--- src/rtl/serial_add_ctrl_if.sv ---
// Request/result handshake plus the bit-serial link to the shared full_adder cell.
// slave is the sequencer's view; master is the requester and adder-cell side.
interface serial_add_ctrl_if #(
    parameter int unsigned WIDTH = 8
);
    logic             start;
    logic             sub;
    logic [WIDTH-1:0] a;
    logic [WIDTH-1:0] b;
    logic             cin;
    logic             fa_a;
    logic             fa_b;
    logic             fa_cin;
    logic             fa_s;
    logic             fa_cout;
    logic             ready;
    logic             busy;
    logic             done;
    logic [WIDTH-1:0] sum;
    logic             cout;
    logic             ovf;

    modport master (
        output start, sub, a, b, cin, fa_s, fa_cout,
        input  ready, busy, done, sum, cout, ovf, fa_a, fa_b, fa_cin
    );

    modport slave (
        input  start, sub, a, b, cin, fa_s, fa_cout,
        output ready, busy, done, sum, cout, ovf, fa_a, fa_b, fa_cin
    );
endinterface

--- src/rtl/serial_add_ctrl.sv ---
// Bit-serial add/subtract sequencer: streams operand bits LSB first through an external
// 1-bit full adder, recirculating the carry and shifting the sum bits back in.
module serial_add_ctrl #(
    parameter int unsigned WIDTH = 8
) (
    input logic              clk,
    input logic              rst,
    serial_add_ctrl_if.slave bus
);
    localparam int unsigned CntW = (WIDTH > 1) ? $clog2(WIDTH) : 1;
    localparam logic [CntW-1:0] CntLast = CntW'(WIDTH - 1);
    localparam logic [CntW-1:0] CntMsb  = CntW'(WIDTH - 2);

    typedef enum logic [1:0] {StIdle, StRun, StDone} state_e;

    state_e           state_q;
    logic [WIDTH-1:0] a_q;
    logic [WIDTH-1:0] b_q;
    logic [WIDTH-1:0] sum_q;
    logic [CntW-1:0]  cnt_q;
    logic             sub_q;
    logic             carry_q;
    logic             c_msb_q;
    logic             cout_q;
    logic             ovf_q;
    logic             ready_q;
    logic             busy_q;
    logic             done_q;

    always_ff @(posedge clk) begin
        if (rst) begin
            state_q <= StIdle;
            a_q     <= '0;
            b_q     <= '0;
            sum_q   <= '0;
            cnt_q   <= '0;
            sub_q   <= 1'b0;
            carry_q <= 1'b0;
            c_msb_q <= 1'b0;
            cout_q  <= 1'b0;
            ovf_q   <= 1'b0;
            ready_q <= 1'b1;
            busy_q  <= 1'b0;
            done_q  <= 1'b0;
        end else begin
            unique case (state_q)
                StIdle, StDone: begin
                    done_q <= 1'b0;
                    if (bus.start) begin
                        a_q     <= bus.a;
                        b_q     <= bus.b;
                        sub_q   <= bus.sub;
                        // Subtraction is a + ~b + 1, so the incoming carry is forced high.
                        carry_q <= bus.sub ? 1'b1 : bus.cin;
                        cnt_q   <= '0;
                        state_q <= StRun;
                        ready_q <= 1'b0;
                        busy_q  <= 1'b1;
                    end else begin
                        state_q <= StIdle;
                        ready_q <= 1'b1;
                        busy_q  <= 1'b0;
                    end
                end
                StRun: begin
                    carry_q <= bus.fa_cout;
                    sum_q   <= {bus.fa_s, sum_q[WIDTH-1:1]};
                    a_q     <= a_q >> 1;
                    b_q     <= b_q >> 1;
                    if (cnt_q == CntMsb) begin
                        c_msb_q <= bus.fa_cout;
                    end
                    if (cnt_q == CntLast) begin
                        cout_q  <= bus.fa_cout;
                        ovf_q   <= c_msb_q ^ bus.fa_cout;
                        state_q <= StDone;
                        ready_q <= 1'b1;
                        busy_q  <= 1'b0;
                        done_q  <= 1'b1;
                    end else begin
                        cnt_q <= cnt_q + CntW'(1);
                    end
                end
                default: state_q <= StIdle;
            endcase
        end
    end

    // The adder cell is shared, so its inputs are held low whenever we are not streaming.
    always_comb begin
        bus.fa_a   = 1'b0;
        bus.fa_b   = 1'b0;
        bus.fa_cin = 1'b0;
        if (state_q == StRun) begin
            bus.fa_a   = a_q[0];
            bus.fa_b   = b_q[0] ^ sub_q;
            bus.fa_cin = carry_q;
        end
    end

    assign bus.ready = ready_q;
    assign bus.busy  = busy_q;
    assign bus.done  = done_q;
    assign bus.sum   = sum_q;
    assign bus.cout  = cout_q;
    assign bus.ovf   = ovf_q;
endmodule

--- src/flat_wrapper.sv ---
// flat-port wrapper written by rule: the top's interface ports become plain ports
module serial_add_ctrl_flat 
#(
    parameter int unsigned WIDTH = 8
)
  (clk, rst, bus_start, bus_sub, bus_a, bus_b, bus_cin, bus_fa_s, bus_fa_cout, bus_ready, bus_busy, bus_done, bus_sum, bus_cout, bus_ovf, bus_fa_a, bus_fa_b, bus_fa_cin);
  serial_add_ctrl_if #(.WIDTH(WIDTH)) bus_i ();
  input logic clk;
  input logic rst;
  input wire logic [$bits(bus_i.start)-1:0] bus_start;
  input wire logic [$bits(bus_i.sub)-1:0] bus_sub;
  input wire logic [$bits(bus_i.a)-1:0] bus_a;
  input wire logic [$bits(bus_i.b)-1:0] bus_b;
  input wire logic [$bits(bus_i.cin)-1:0] bus_cin;
  input wire logic [$bits(bus_i.fa_s)-1:0] bus_fa_s;
  input wire logic [$bits(bus_i.fa_cout)-1:0] bus_fa_cout;
  output wire logic [$bits(bus_i.ready)-1:0] bus_ready;
  output wire logic [$bits(bus_i.busy)-1:0] bus_busy;
  output wire logic [$bits(bus_i.done)-1:0] bus_done;
  output wire logic [$bits(bus_i.sum)-1:0] bus_sum;
  output wire logic [$bits(bus_i.cout)-1:0] bus_cout;
  output wire logic [$bits(bus_i.ovf)-1:0] bus_ovf;
  output wire logic [$bits(bus_i.fa_a)-1:0] bus_fa_a;
  output wire logic [$bits(bus_i.fa_b)-1:0] bus_fa_b;
  output wire logic [$bits(bus_i.fa_cin)-1:0] bus_fa_cin;
  assign bus_i.start = bus_start;
  assign bus_i.sub = bus_sub;
  assign bus_i.a = bus_a;
  assign bus_i.b = bus_b;
  assign bus_i.cin = bus_cin;
  assign bus_i.fa_s = bus_fa_s;
  assign bus_i.fa_cout = bus_fa_cout;
  assign bus_ready = bus_i.ready;
  assign bus_busy = bus_i.busy;
  assign bus_done = bus_i.done;
  assign bus_sum = bus_i.sum;
  assign bus_cout = bus_i.cout;
  assign bus_ovf = bus_i.ovf;
  assign bus_fa_a = bus_i.fa_a;
  assign bus_fa_b = bus_i.fa_b;
  assign bus_fa_cin = bus_i.fa_cin;
  serial_add_ctrl #(.WIDTH(WIDTH)) u_core (.clk(clk), .rst(rst), .bus(bus_i));
endmodule
--- config.mk ---
export PLATFORM = sky130hd
export DESIGN_NAME = serial_add_ctrl_flat
export DESIGN_NICKNAME = d
export VERILOG_FILES = /design/src/rtl/serial_add_ctrl_if.sv /design/src/rtl/serial_add_ctrl.sv /design/src/flat_wrapper.sv
export SDC_FILE = /design/constraint.sdc
export NUM_CORES = 1
export LEC_CHECK = 0
export CAP_MARGIN = 20
export CORE_ASPECT_RATIO = 1.25
export CORE_MARGIN = 1
export CORE_UTILIZATION = 44
export DETAILED_ROUTE_END_ITERATION = 10
export HOLD_SLACK_MARGIN = 0.02
export PLACE_DENSITY = 0.75
export SLEW_MARGIN = 20
export SYNTH_ARGS = -nofsm -noshare
export SYNTH_HDL_FRONTEND = slang
export SYNTH_SLANG_ARGS = --single-unit
--- constraint.sdc ---
create_clock -name clk -period 1.48 [get_ports clk]
set_input_delay 0.296 -clock clk [delete_from_list [all_inputs] [get_ports clk]]
set_output_delay 0.296 -clock clk [all_outputs]
set_load 0.05 [all_outputs]
==> metrics.cfg, run 1 <==
[cts]
cts_tree = built
clk_pin_slew_worst_paths_ns = 0.07
root_buffer = clkbuf_8
cts-buffers-inserted = 5
clkSinkCount = 37
clk_latency_ns = 0.29
h-tree-depth = 2
ctsHoldBuffers = 0
cts_buffer_depth = 2

[grt]
grt_most_used_layer = met2
grt_overflow = 0
grt_use_met3 = 0.0556
met2_usage = 0.302
grt_pass1_wl_um = 5650
grt_max_degree = 38
grt_use_total = 0.184
grt_pass1_vias = 1325
met1_usage = 0.216
antenna_found_initial = 0

[setup_path]
arrival_ns = 1.18
cpLargestDelayFamily = simple AND/OR/NAND/NOR gates
path_class = reg -> out
cp-start-kind = register
worstPathCellList = and2b_2, and2_4, buf_12
cp_slowest_cell = dfxtp_2
critPathMaxFanout = 4
cp.buffers_inverters = 1
cpPeakStageDelay_ns = 0.35
crit_path_end_kind = output pin
worstPathRequired_ns = 1.18

[yosys]
yosys.area.top_type = dfxtp_1
synth.avg_cell_area_um2 = 8.64
syn_inst = 190
synth_seq_cells = 37
synth_seq_area_share = 0.451
synthTopCellsByArea = dfxtp_1, nand2_1, a311oi_2
ys_types = 29
yosys_warnings = 0
syn-cell-area_um2 = 1640
synth_top_cell_area_share = 0.451
syn_nets = 216

[placement]
port_buffers = 38
gp_congestion = 0.849
place_worst_setup_slack_ns = -0.0844
dp_hpwl_um = 2290

[floorplan]
std_cell_rows = 24
core_area_um2 = 3510
io_pins = 39
die_h_um = 70.3
dieArea_um2 = 3980
initial_core_util = 0.467
fp.dieW_um = 56.6

[detailed_routing]
dr.pass1.iters = 5
postRouteAntennaNets = 0
drc = 0
wl_per_cell_um = 12.9
vias = 1424
wirelength_um = 3480
viasPerCell = 5.27
drt-initial-drc-count = 43

[layout]
drive_above_1_share = 0.255
fill_cells = 275
final_nets = 256
diodes = 0
final_core_util = 0.675
area_growth_pct = 44.4

[power]
ir_drop_mv = 0.683
powerDensity_nw_per_um2 = 922
leakagePower_uw = 0.000875

[timing]
fin_ws_ns = 0.00176
maxSlewHeadroom = 0.822
tns_ns = 0
finalCritPeriodShare = 0.999
slew_viol_final = 0
worst_slew_pin_slew_ns = 0.267
setup_viol = 0
skew_ns = 0.00516
hold_viol = 0
fin_crit_ns = 1.48
fmax_ghz = 0.676
rsz0062_at_grt = true

[outcome]
status = completed

[flow_run]
max_cap_violations = 0

[worst_hold_path]
min_path_type = reg -> reg

-- final timing paths --
path,start,to,slack [ns],cells after the start
worst max-delay path,u_core.state_q[1],bus_fa_cin,0.002,3
worst max register to register,u_core.cnt_q[0],u_core.cnt_q[1],0.04,5
worst min register to register,u_core.a_q[7],u_core.a_q[7],0.47,2
worst min-delay path,u_core.a_q[7],u_core.a_q[7],0.47,2
-- tightest hold or removal path, stage by stage (launching register included) --
cell,delay (ns)
dfxtp_1,0.31
nand3_1,0.06
a21oi_1,0.06
-- synth_stat cells --
cell	number
a21o_1	1
a21oi_1	18
a21oi_2	1
a311oi_1	4
a311oi_2	10
a31oi_1	2
and2_1	2
and2b_1	1
buf_1	1
buf_2	6
buf_4	3
buf_6	4
clkbuf_1	2
dfxtp_1	37
ha_1	3
inv_1	2
nand2_1	52
nand2b_1	4
nand2b_4	1
nand3_1	8
nand3b_1	3
nand4_1	1
nor2_1	17
nor2b_2	1
nor4b_1	1
o21ai_0	2
or3b_4	1
xnor2_1	1
xor2_1	1
-- layout by cell type, fill, tap and decap left out, types with 2 or more instances in the layout --
| cell | count |
|---|---|
| buf_4 | 8 |
| clkdlybuf4s50_1 | 22 |
| nor2_1 | 16 |
| nand3b_1 | 3 |
| a21oi_1 | 18 |
| a31oi_1 | 2 |
| nand3_1 | 8 |
| nand2_1 | 52 |
| buf_12 | 19 |
| dfxtp_2 | 4 |
| and2_4 | 2 |
| nand2b_1 | 3 |
| dfxtp_1 | 33 |
| a311oi_1 | 4 |
| o21ai_0 | 2 |
| clkbuf_8 | 5 |
| a311oi_2 | 10 |
| clkinv_2 | 2 |
| ha_4 | 2 |
| inv_1 | 2 |
-- per-stage QoR --
stage | power, µW | std cells | cell area [µm²] | hold WS (ns)
global placement | 1520 | 260 | 2240 | 0.455
detailed placement | 1520 | 260 | 2240 | 0.465
floorplan | 1360 | 190 | 1650 | 0.432
CTS | 2210 | 269 | 2340 | 0.477
global route | 2280 | 270 | 2370 | 0.495
finish | 2190 | 270 | 2370 | 0.472
-- logic make-up (layout without fill, tap and decap cells) --
kind of cell	after synthesis	after routing	share of synthesized area
xor+xnor	2	2	0.0107
fa+ha+maj	3	3	0.0229
buf+inv	18	59	0.0709
flops	37	37	0.451
simple gates	92	92	0.253
compound gates	38	38	0.191
-- state kept, by name (all words and copies together), names as in the netlist, 2 cells and up --
name / cells
u_core.a_q: 8
u_core.b_q: 8
u_core.bus.sum: 8
u_core.cnt_q: 3
u_core.state_q: 2
-- routing by layer --
metal  wire, µm  share of wire
met2       1720           0.49
met5          0              0
met1       1560           0.45
met3        135          0.039
met4         72          0.021
-- cell type report --
type	instances	area, µm²	share of cell area
tap	39	48.8	0.0206
multi-input combinational	135	826	0.348
timing repair buffer	49	661	0.279
inverter	2	7.51	0.00317
sequential	37	746	0.315
clock inverter	2	10.0	0.00422
clock buffer	6	72.6	0.0306
-- timing repair --
item,4_1_cts,5_1_grt
cloned,0,0
buffers inserted,1,1
pin swaps,3,4
resized for setup,5,6
endpoints found under the setup margin,3,4
-- report_power, final --
group          internal, µW  switching [µW]  leakage, µW  total (µW)
clock network           326             354    0.0000450         681
logic                   206             208     0.000526         414
registers              1050            37.9     0.000305        1090
total                  1590             600     0.000875        2190
Power figures use the tool's default switching activity.
==> inputs of run 2 (changes only) <==
- GPL_ROUTABILITY_DRIVEN: default -> 0
- SKIP_LAST_GASP: default -> 1
==> results of run 2 <==
Same layout as run 1: the final DEF is identical, and so are final timing and power.
